[src/rtl/xbar_slot_scheduler_if.sv]
// xbar_slot_scheduler_if: request, grant and fabric-select bundle around the slot scheduler
interface xbar_slot_scheduler_if;
  logic       start;
  logic       abort;
  logic [3:0] req_valid;
  logic [7:0] req_dest;
  logic [3:0] grant;
  logic [3:0] blocked;
  logic [3:0] out_vld;
  logic [7:0] out_sel;
  logic [3:0] slot;
  logic       busy;
  logic       frame_done;
  modport master (
    output start, abort, req_valid, req_dest,
    input  grant, blocked, out_vld, out_sel, slot, busy, frame_done
  );
  modport slave (
    input  start, abort, req_valid, req_dest,
    output grant, blocked, out_vld, out_sel, slot, busy, frame_done
  );
endinterface

[src/rtl/xbar_slot_scheduler.sv]
// xbar_slot_scheduler: per-frame 4x4 crossbar slot scheduler and output arbiter.
// XBAR_SCHED_RR_EN selects round-robin per output; otherwise the lowest input wins.
module xbar_slot_scheduler #(
  parameter int NUM_SLOTS = 4
) (
  input logic                  clk,
  input logic                  rst,
  xbar_slot_scheduler_if.slave bus
);
  typedef enum logic [1:0] {IDLE, ARB, ISSUE, DONE} state_t;
  state_t          state, state_nxt;
  logic [3:0]      slot_q;
  logic            last_slot;
  logic            load;
  logic [3:0][3:0] cand;
  logic [3:0][1:0] win;
  logic [3:0]      found;
  logic [3:0]      grant_nxt, blocked_nxt;
  logic [7:0]      out_sel_nxt;
  logic [3:0]      grant_q, blocked_q, out_vld_q;
  logic [7:0]      out_sel_q;
  assign last_slot = slot_q == 4'(NUM_SLOTS - 1);
  assign load      = state == ARB && state_nxt == ISSUE;
  always_ff @(posedge clk or posedge rst)
    if (rst) state <= IDLE;
    else     state <= state_nxt;
  always_comb begin
    state_nxt = state;
    case (state)
      IDLE:    state_nxt = bus.start & ~bus.abort ? ARB : IDLE;
      ARB:     state_nxt = ISSUE;
      ISSUE:   state_nxt = last_slot ? DONE : ARB;
      default: state_nxt = IDLE;
    endcase
    if (bus.abort && state != IDLE) state_nxt = IDLE;
  end
  // slot reads 0 whenever the scheduler is idle, so every entry to IDLE clears it
  always_ff @(posedge clk or posedge rst)
    if (rst) slot_q <= '0;
    else     slot_q <= state_nxt == IDLE ? '0 :
                       state == ISSUE && state_nxt == ARB ? slot_q + 4'd1 : slot_q;
  always_comb begin
    cand = '0;
    for (int o = 0; o < 4; o++)
      for (int i = 0; i < 4; i++)
        cand[o][i] = bus.req_valid[i] & (bus.req_dest[2*i +: 2] == 2'(o));
  end
`ifdef XBAR_SCHED_RR_EN
  logic [3:0][1:0] ptr;
  // descending search so the candidate closest to ptr[o] is the last one written
  always_comb begin
    found = '0;
    win   = '0;
    for (int o = 0; o < 4; o++) begin
      found[o] = |cand[o];
      win[o]   = ptr[o];
      for (int k = 3; k >= 0; k--)
        if (cand[o][ptr[o] + 2'(k)]) win[o] = ptr[o] + 2'(k);
    end
  end
  always_ff @(posedge clk or posedge rst)
    if (rst) ptr <= '0;
    else if (load)
      for (int o = 0; o < 4; o++)
        if (found[o]) ptr[o] <= win[o] + 2'd1;
`else
  always_comb begin
    found = '0;
    win   = '0;
    for (int o = 0; o < 4; o++) begin
      found[o] = |cand[o];
      for (int k = 3; k >= 0; k--)
        if (cand[o][k]) win[o] = 2'(k);
    end
  end
`endif
  always_comb begin
    grant_nxt   = '0;
    out_sel_nxt = '0;
    for (int i = 0; i < 4; i++)
      grant_nxt[i] = found[bus.req_dest[2*i +: 2]] & (win[bus.req_dest[2*i +: 2]] == 2'(i));
    for (int o = 0; o < 4; o++)
      out_sel_nxt[2*o +: 2] = found[o] ? win[o] : 2'd0;
    blocked_nxt = bus.req_valid & ~grant_nxt;
  end
  // issue outputs live for exactly the ISSUE cycle that follows ARB
  always_ff @(posedge clk or posedge rst)
    if (rst) begin
      grant_q   <= '0;
      blocked_q <= '0;
      out_vld_q <= '0;
      out_sel_q <= '0;
    end else begin
      grant_q   <= load ? grant_nxt : '0;
      blocked_q <= load ? blocked_nxt : '0;
      out_vld_q <= load ? found : '0;
      out_sel_q <= load ? out_sel_nxt : '0;
    end
  assign bus.grant      = grant_q;
  assign bus.blocked    = blocked_q;
  assign bus.out_vld    = out_vld_q;
  assign bus.out_sel    = out_sel_q;
  assign bus.slot       = slot_q;
  assign bus.busy       = state != IDLE;
  assign bus.frame_done = state == DONE;
endmodule

[src/flat_wrapper.sv]
// flat-port wrapper written by rule: the top's interface ports become plain ports
module xbar_slot_scheduler_flat 
#(
  parameter int NUM_SLOTS = 4
)
  (clk, rst, bus_start, bus_abort, bus_req_valid, bus_req_dest, bus_grant, bus_blocked, bus_out_vld, bus_out_sel, bus_slot, bus_busy, bus_frame_done);
  xbar_slot_scheduler_if bus_i ();
  input logic clk;
  input logic rst;
  input wire logic [$bits(bus_i.start)-1:0] bus_start;
  input wire logic [$bits(bus_i.abort)-1:0] bus_abort;
  input wire logic [$bits(bus_i.req_valid)-1:0] bus_req_valid;
  input wire logic [$bits(bus_i.req_dest)-1:0] bus_req_dest;
  output wire logic [$bits(bus_i.grant)-1:0] bus_grant;
  output wire logic [$bits(bus_i.blocked)-1:0] bus_blocked;
  output wire logic [$bits(bus_i.out_vld)-1:0] bus_out_vld;
  output wire logic [$bits(bus_i.out_sel)-1:0] bus_out_sel;
  output wire logic [$bits(bus_i.slot)-1:0] bus_slot;
  output wire logic [$bits(bus_i.busy)-1:0] bus_busy;
  output wire logic [$bits(bus_i.frame_done)-1:0] bus_frame_done;
  assign bus_i.start = bus_start;
  assign bus_i.abort = bus_abort;
  assign bus_i.req_valid = bus_req_valid;
  assign bus_i.req_dest = bus_req_dest;
  assign bus_grant = bus_i.grant;
  assign bus_blocked = bus_i.blocked;
  assign bus_out_vld = bus_i.out_vld;
  assign bus_out_sel = bus_i.out_sel;
  assign bus_slot = bus_i.slot;
  assign bus_busy = bus_i.busy;
  assign bus_frame_done = bus_i.frame_done;
  xbar_slot_scheduler #(.NUM_SLOTS(NUM_SLOTS)) u_core (.clk(clk), .rst(rst), .bus(bus_i));
endmodule
[config.mk]
export PLATFORM = sky130hd
export DESIGN_NAME = xbar_slot_scheduler_flat
export DESIGN_NICKNAME = d
export VERILOG_FILES = /design/src/rtl/xbar_slot_scheduler_if.sv /design/src/rtl/xbar_slot_scheduler.sv /design/src/flat_wrapper.sv
export SDC_FILE = /design/constraint.sdc
export NUM_CORES = 1
export LEC_CHECK = 0
export ABC_AREA = 0
export BUFFER_PORTS_ARGS = -buffer_cell sky130_fd_sc_hd__buf_2
export CAP_MARGIN = 5
export CORE_ASPECT_RATIO = 0.6
export CORE_MARGIN = 5
export CORE_UTILIZATION = 45
export DETAILED_ROUTE_END_ITERATION = 7
export GPL_ROUTABILITY_DRIVEN = 0
export GPL_TIMING_DRIVEN = 0
export HOLD_SLACK_MARGIN = 0.12
export PLACE_DENSITY = 0.73
export SKIP_LAST_GASP = 1
export SLEW_MARGIN = 30
export SYNTH_ARGS = -nofsm -noshare
export SYNTH_HDL_FRONTEND = slang
export SYNTH_SLANG_ARGS = --single-unit
[constraint.sdc]
create_clock -name clk -period 1.3 [get_ports clk]
set_input_delay 0.13 -clock clk [delete_from_list [all_inputs] [get_ports clk]]
set_output_delay 0.13 -clock clk [all_outputs]
set_load 0.005 [all_outputs]
# Yosys cells after proc, flatten, opt, wreduce, memory -nomap -nowiden
# Index checks and enable logic that the tools add are counted.
# totals
out_inout_bits	26
inputBits	16
regBits	26
# op_classes
n_bitwise	24
reduce_logical	16
n_eq_ne	21
addsub	1
order_cmp	4
muxes	46
# op_table
op	count
$mux 2	26
$eq 2x2->1 const B	13
$and 1x1->1	21
$mux 4	5
$bmux 2 s2	4
$reduce_or 4->1	4
$eq 2x1->1 const B	7
$logic_not 2->1	7
$lt 2x3->1 const B	4
$bmux 1 s2	4
$mux 8	1
$pmux 2 s3	1
$mux 1	5
$add 4x1->4 const B	1
$and 4x4->4	1
$eq 4x2->1 const B	1
$not 4->4	1
$reduce_bool 2->1	2
$logic_and 1x1->1	3
$not 1->1	1

# Depth between registers and ports, before layout
# Gate-level depths: netlist of the first run.
# depth
word_depth	13
depth_mapped	6
ltp_nobuf	6

# Least setup slack after synthesis of the first run
# OpenSTA, ideal clock, no wires.
# synth_path
kind	input to register
start	input bus_req_dest[7]
end	register u_core.blocked_q[3], in the netlist u_core.bus.blocked[3]
setup_ps	120
t_required_ps	1180
t_arrival_ps	1360
stages	6
n_path_buf	1
setup_slack_ps	-180
cell_sequence	buf_6 -> or3b_1 -> a211oi_4 -> a221oi_2 -> a31o_1 -> and3_1
# synth_between
elab_chain_len	13
word_cells_on_any_way	37
classes_between	eq/ne (4); mux (21); bitwise (7); reduce/logical (5)
# synth_rtl
element	line	rtl
from (decl)	flat_wrapper.sv:13	input wire logic [$bits(bus_i.req_dest)-1:0] bus_req_dest;
$eq 2x1->1, or another cell as far along	xbar_slot_scheduler.sv:46	cand[o][i] = bus.req_valid[i] & (bus.req_dest[2*i +: 2] == 2'(o));
$and 1x1->1	xbar_slot_scheduler.sv:46	
$mux 2 (4 in series)	xbar_slot_scheduler.sv:73	if (cand[o][k]) win[o] = 2'(k);
$bmux 2 s2	xbar_slot_scheduler.sv:81	grant_nxt[i] = found[bus.req_dest[2*i +: 2]] & (win[bus.req_dest[2*i +: 2]] == 2'(i));
$mux 2 (not written as such)	xbar_slot_scheduler.sv:81	
$eq 2x2->1	xbar_slot_scheduler.sv:81	
$and 1x1->1 (*)	xbar_slot_scheduler.sv:81	
$not 4->4 (*)	xbar_slot_scheduler.sv:84	blocked_nxt = bus.req_valid & ~grant_nxt;
$and 4x4->4 (*)	xbar_slot_scheduler.sv:84	
$mux 4 (*)	xbar_slot_scheduler.sv:95	blocked_q <= load ? blocked_nxt : '0;
to (signal assigned)	xbar_slot_scheduler.sv:95	
to (decl)	xbar_slot_scheduler.sv:20	logic [3:0] grant_q, blocked_q, out_vld_q;
# Mark *: on every way between the ends. The rest lies on a longest branch, timed or not. The select of a mux whose other input is x is not followed.
# A chain may end at the register's enable or synchronous reset.

# Final worst setup path of the first run
# layout_path
start	register u_core.state[0]
end	register u_core.grant_q[1], in the netlist u_core.bus.grant[1]
# layout_between
elab_chain_len	6
word_cells_on_any_way	10
classes_between	eq/ne (3); mux (3); reduce/logical (4)
# layout_rtl
element	line	rtl
from (decl)	xbar_slot_scheduler.sv:11	state_t state, state_nxt;
from (signal assigned)	xbar_slot_scheduler.sv:26	else state <= state_nxt;
$eq 2x2->1, or another cell as far along	xbar_slot_scheduler.sv:29	case (state)
$pmux 2 s3 / $logic_and 1x1->1 (equally long branches)	xbar_slot_scheduler.sv:29, xbar_slot_scheduler.sv:35	
$mux 2	xbar_slot_scheduler.sv:35	if (bus.abort && state != IDLE) state_nxt = IDLE;
$eq 2x2->1	xbar_slot_scheduler.sv:23	assign load = state == ARB && state_nxt == ISSUE;
$logic_and 1x1->1 (*)	xbar_slot_scheduler.sv:23	
$mux 4 (*)	xbar_slot_scheduler.sv:94	grant_q <= load ? grant_nxt : '0;
to (signal assigned)	xbar_slot_scheduler.sv:94	
to (decl)	xbar_slot_scheduler.sv:20	
# Mark *: on every way between the ends. The rest lies on a longest branch, timed or not.

==> run metrics, run 1 <==
status finished, violations left; failing checks negative setup slack; Slew @ Worst Pin roughly 0.54 ns; GR Util All Layers between 10% and 20%; nature of the critical path endpoint register; final antenna diode count 0; DR WL met3 slightly above 400 um; Core Rows 16; vias in the first global route between 1000 and 1500; FF-to-FF setup slack -0.09 ns; IO buf count 38; DR vias/cell between 5 and 6; PD cells 888 mW/mm2; RSZ-0062 raised after global routing true; area of the die between 0.004 and 0.005 mm2; first-pass GRT wire length a little under 7 mm; clock power share roughly a third; startpoint types register; Post-Syn Nets roughly 170; DRC viols 0; hold crit path type in2reg; CTS tree built; clk_lat worst skew 0.27 ns; prevailing post-synth register cell dfrtp_1; worst setup path class reg2reg; Worst R2R Path Depth 4; Max Fclk about 720 MHz; Peak VDD IR approximately 470 uV; Syn Inst Count 148; Layout fillers 230; DR vias ~1400; Logic pwr share around 22%; final max-slew violation count 0; Worst Setup SP u_core.state[0]$_DFF_PP0_; initial antenna violation count 0; switching share of power 25.6%; Sequential Power Share between 40 and 50%; DP Wirelength 2.92 mm; mean post-synth cell area 9.99 um2; met2 routed WL approximately 2.4 mm; largest net degree at the start of global routing 27; Max-cap violations 0; layout cell share with drive strength beyond 1 49.3%; Initial Util between 40% and 50%; Floorplan Core Area between 0.003 and 0.004 mm2; H-Tree Depth 1; # IOs 42; post-layout util 67.8%; Static Leak 1.06 nW; Setup crit end u_core.bus.grant[1]$_DFF_PP0_; 1st-pass router iterations 5; maximum clock path buffer count 2; Root Buffer clkbuf_8; Routed WL per cell between 15 and 20 um; clk sinks 26; Hold Slack between 0.1 and 0.15 ns; GRT overflow 0; Area Overhead vs Synth 46.9%; Seq/Total Area, Yosys 44.0%; worst path required time 1.48 ns; reg-to-reg critical path startpoint u_core.state[0]$_DFF_PP0_; min cycle time layout 1.39 ns; final hold vios 0; switching power total 494 uW; met1 WL 1.93 mm; Clk pin slew, worst setup/hold paths approximately 0.09 ns; cts bufs inserted 3; P_int between 1 and 1.5 mW; Async S/R FF share, synth 100%; CP arrival roughly 1.6 ns; Detail Route Antenna Nets 0; Synth Cell Area ~0.0015 mm2; final worst path period share 107%; final setup margin -0.0927 ns; Post-synth EDFFs 0; DRT Wirelength 4.83 mm; RR Endpoint u_core.bus.grant[1]$_DFF_PP0_; Yosys cell types 51; fin area approximately 0.0022 mm2; Clock Skew between 0.0015 and 0.002 ns; Yosys warnings 0; Setup TNS -0.553 ns; # nets final 227; placed cell areas approximately 0.0018 mm2; die width approximately 84 um; synthesized flop and latch total 26; DRT iter0 DRCs just over 200; critical-path maximum fanout 5; post-layout power just under 2 mW; Setup Viol. Count Final 11; Top Metal Used met4; Die Y approximately 54 um; Rel. slew slack a little under two thirds
## stage by stage
stage                     setup WS (ns)  cells
after CTS                       -0.0391    244
after detailed placement         -0.343    231
after global routing             -0.201    254
after floorplan                  -0.141    148
after global placement           -0.282    231
final                           -0.0927    254
## critical path: stages, from the launching register on
cell     delay, ns
dfrtp_2       0.43
or2b_4        0.31
nor2_4        0.21
o31ai_2       0.11
nor4_2        0.25
## cell families (layout without fill, tap and decap cells)
group                      Yosys count  count (layout)  synth area share [%]
DFF                                 26              26                  44.0
AOI/OAI and AO/OA                   29              29                  15.9
other                                1               1                 0.254
xor gates and xnor gates             4               4                  2.37
buffers and inverters               11              72                  4.48
muxes                                1               1                 0.677
and+or+nand+nor                     75              75                  31.5
adders and majority gates            1               1                 0.846
## layout by cell type, fill, tap and decap left out, types with 4 or more instances in the layout
master   netlist  final
a21oi_1        9      6
and2_1         5      4
and3_1         6      6
buf_2          2     35
buf_4          0     13
buf_6          3     10
dfrtp_1       26     25
inv_1          5      4
nand2_1        8      8
nand3_1        7      7
nor2_1        13     11
## registers in the layout, indices dropped and copies added (netlist names)
register / flops
u_core.bus.blocked: 4
u_core.bus.grant: 4
u_core.bus.out_sel: 8
u_core.bus.out_vld: 4
u_core.bus.slot: 4
u_core.state: 2
## how the worst min path moves through the flow
| stage | depth (start not counted) | startpoint | to | slack (ns) |
|---|---|---|---|---|
| after floorplan | 1 | rst | u_core.bus.blocked[0]$_DFF_PP0_ | 0.17 |
| after global placement | 2 | rst | u_core.state[0]$_DFF_PP0_ | 0.36 |
| after detailed placement | 2 | bus_abort | u_core.state[1]$_DFF_PP0_ | 0.36 |
| after CTS | 2 | rst | u_core.bus.out_vld[3]$_DFF_PP0_ | 0.10 |
| after global routing | 2 | bus_req_valid[2] | u_core.bus.blocked[2]$_DFF_PP0_ | 0.13 |
| final | 2 | bus_req_valid[2] | u_core.bus.blocked[2]$_DFF_PP0_ | 0.13 |
## synth_stat cells, drive strengths merged (2+ instances only)
master	number	share of area, %
nand3	7	2.4
nand3b	3	1.5
o31a	2	1.2
a32oi	2	1.2
nand2	8	2.0
a21oi	9	3.0
nor3b	6	4.1
and3b	5	3.4
a31oi	2	0.85
and3	6	2.5
or2b	2	1.2
inv	5	1.3
a211oi	2	2.7
nor3	5	1.7
nand2b	4	1.7
a221oi	2	1.6
xor2	3	1.8
dfrtp	26	44
and2	6	2.6
nor2	14	3.7
nor4	2	0.85
buf	5	3.0
o21ai	2	0.68
or3b	2	1.4
## what timing repair did
action                     4_1_cts  5_1_grt
setup buffers                    7        9
resized for setup               22       25
cloned                           1        0
hold endpoints to repair        28       26
pin swaps                        6       18
hold buffers                     1        1
setup endpoints to repair       23       17
## routing by layer
layer | GRT usage, % | vias to the layer above
met2 | 33.2 | 89
met1 | 23.8 | 685
met4 | 5.35 | 0
met3 | 6.02 | 20
li1 | - | 654
met5 | 0 | -
## power groups by stage
stage | Combinational (mW) | Sequential [mW] | Clock, mW
5_1_grt | 0.458 | 0.839 | 0.694
2_1_floorplan | 0.190 | 0.854 | 0
3_3_place_gp | 0.280 | 0.852 | 0
6_report | 0.429 | 0.837 | 0.664
4_1_cts | 0.349 | 0.836 | 0.656
3_5_place_dp | 0.292 | 0.854 | 0
## cell type report
cell class	instances	area [um2]	area share, %
Multi-Input combinational cell	111	923	42.5
Tap cell	45	56.3	2.59
Clock inverter	1	30.0	1.38
Inverter	5	18.8	0.864
Sequential cell	26	652	30.0
Buffer	6	62.6	2.88
Timing Repair Buffer	57	388	17.9
Clock buffer	3	41.3	1.90
No activity file was read; power rests on OpenSTA's default activity.
==> run 2, diff against run 1 <==
--- a/config.mk
+++ b/config.mk
@@ -10,12 +10,12 @@
 export CAP_MARGIN = 5
 export CORE_ASPECT_RATIO = 0.6
 export CORE_MARGIN = 5
-export CORE_UTILIZATION = 45
+export CORE_UTILIZATION = 30
 export DETAILED_ROUTE_END_ITERATION = 7
 export GPL_ROUTABILITY_DRIVEN = 0
 export GPL_TIMING_DRIVEN = 0
 export HOLD_SLACK_MARGIN = 0.12
-export PLACE_DENSITY = 0.73
+export SETUP_SLACK_MARGIN = 0.1
 export SKIP_LAST_GASP = 1
 export SLEW_MARGIN = 30
 export SYNTH_ARGS = -nofsm -noshare
==> run metrics, run 2 (same netlist as run 1, synthesis figures left out) <==
status finished, violations left; failing checks negative setup slack; critical-path maximum fanout 3; DRT iter0 DRCs between 60 and 70; Core Rows 19; Multi-input gate area roughly 1000 um2; DRT Wirelength 4.30 mm; Peak VDD IR roughly 640 uV; most common cell after layout, fill and taps aside buf_2; first-pass GRT wire length 6.98 mm; Initial Util roughly a third; DP Worst Slack -0.392 ns; final worst path period share 105%; DRC viols 0; Clk pin slew, worst setup/hold paths around 0.090 ns; nature of the critical path endpoint register; Rel. slew slack between 60% and 70%; Setup Viol. Count Final 10; final setup margin -0.0620 ns; Static Leak approximately 1.1 nW; Floorplan Core Area 0.00466 mm2; final hold vios 0; RSZ-0062 raised after global routing true; # IOs 42; FF+latch area between 600 and 700 um2; Clock Skew ~0.0045 ns; cts bufs inserted 3; startpoint types register; CP arrival about 1.5 ns; IO buf count 38; post-layout power between 1.5 and 2 mW; placed cell areas around 0.0018 mm2; Routed WL per cell 15.8 um; post-layout util 48.8%; Root Buffer clkbuf_8; Layout fillers about 440; # nets final 227; most frequent cells in the layout buf_2, dfrtp_1, buf_4; min cycle time layout roughly 1.4 ns; largest net degree at the start of global routing 27; met2 routed WL between 1.5 and 2 mm; met1 WL 2.18 mm; die width ~100 um; maximum clock path buffer count 2; area of the die about 0.0065 mm2; Area Overhead vs Synth 53.9%; Max Fclk ~730 MHz; fin area around 0.0023 mm2; layout cell share with drive strength beyond 1 ~54%; worst path required time around 1.5 ns; CTS tree built; GRT overflow 0; final antenna diode count 0; worst setup path class reg2reg; 1st-pass router iterations 4; H-Tree Depth 1; Top Metal Used met4; vias in the first global route between 1000 and 1500; Max-cap violations 0; max reg flops 8; clk sinks 26; hold crit path type in2reg; DR vias between 1000 and 1500; Slew @ Worst Pin 0.543 ns; initial antenna violation count 0; final max-slew violation count 0; DR WL met3 ~320 um; Detail Route Antenna Nets 0; clk_lat worst skew roughly 0.27 ns; GR Util All Layers approximately 14%; PD cells 853 mW/mm2; Die Y approximately 64 um; Setup TNS -0.318 ns; DP Wirelength approximately 3 mm; DR vias/cell approximately 5.1
-- run 2: stage by stage --
stage | cells | hold slack, ns
2_1_floorplan | 148 | 0.170
3_3_place_gp | 249 | 0.363
3_5_place_dp | 249 | 0.217
4_1_cts | 266 | 0.107
5_1_grt | 272 | 0.131
6_report | 272 | 0.128
-- run 2: final cells by class --
class / count / area share, %
buffer: 6 / 3.30
inverter: 5 / 0.825
tap: 63 / 3.46
multi-input combinational: 111 / 43.5
sequential: 26 / 28.7
clock inverter: 1 / 1.32
timing repair buffer: 57 / 17.1
clock buffer: 3 / 1.81
-- run 2: report_power, final --
group	total [mW]	switching [mW]	leakage, nW	internal (mW)
clock network	0.670	0.258	0.0357	0.412
logic	0.435	0.233	0.680	0.202
registers	0.837	0.00996	0.354	0.827
-- run 2: worst max-delay path, cell delays in order (launching register included) --
cell	delay, ns
dfrtp_1	0.36
ha_2	0.19
nor4b_4	0.23
a21bo_2	0.23
mux2i_1	0.19
nor2_1	0.06
-- run 2: final timing paths --
check	startpoint	to	slack, ns	depth (start not counted)
min	bus_abort	u_core.state[1]$_DFF_PP0_	0.13	2
max	u_core.bus.slot[1]$_DFFE_PP0P_	u_core.bus.slot[1]$_DFFE_PP0P_	-0.06	5
min reg2reg	u_core.state[0]$_DFF_PP0_	u_core.state[0]$_DFF_PP0_	0.59	1
max in group asynchronous	rst	u_core.state[0]$_DFF_PP0_	0.46	3
max reg2reg	u_core.bus.slot[1]$_DFFE_PP0P_	u_core.bus.slot[1]$_DFFE_PP0P_	-0.06	5
min in group asynchronous	rst	u_core.bus.grant[1]$_DFF_PP0_	0.44	3
-- run 2: what timing repair did --
| action | CTS | global route |
|---|---|---|
| hold buffers | 1 | 0 |
| gates resized for setup | 32 | 17 |
| gates cloned | 1 | 0 |
| endpoints found under the setup margin | 24 | 26 |
| pin swaps | 19 | 8 |
| endpoints found under the hold margin | 27 | 0 |
| buffers inserted | 11 | 7 |
-- run 2: layer usage --
| layer | GRT usage, % | vias up |
|---|---|---|
| met2 | 17.6 | 51 |
| met4 | 3.03 | 0 |
| met5 | 0 | - |
| met1 | 21.9 | 668 |
| li1 | - | 656 |
| met3 | 3.37 | 2 |
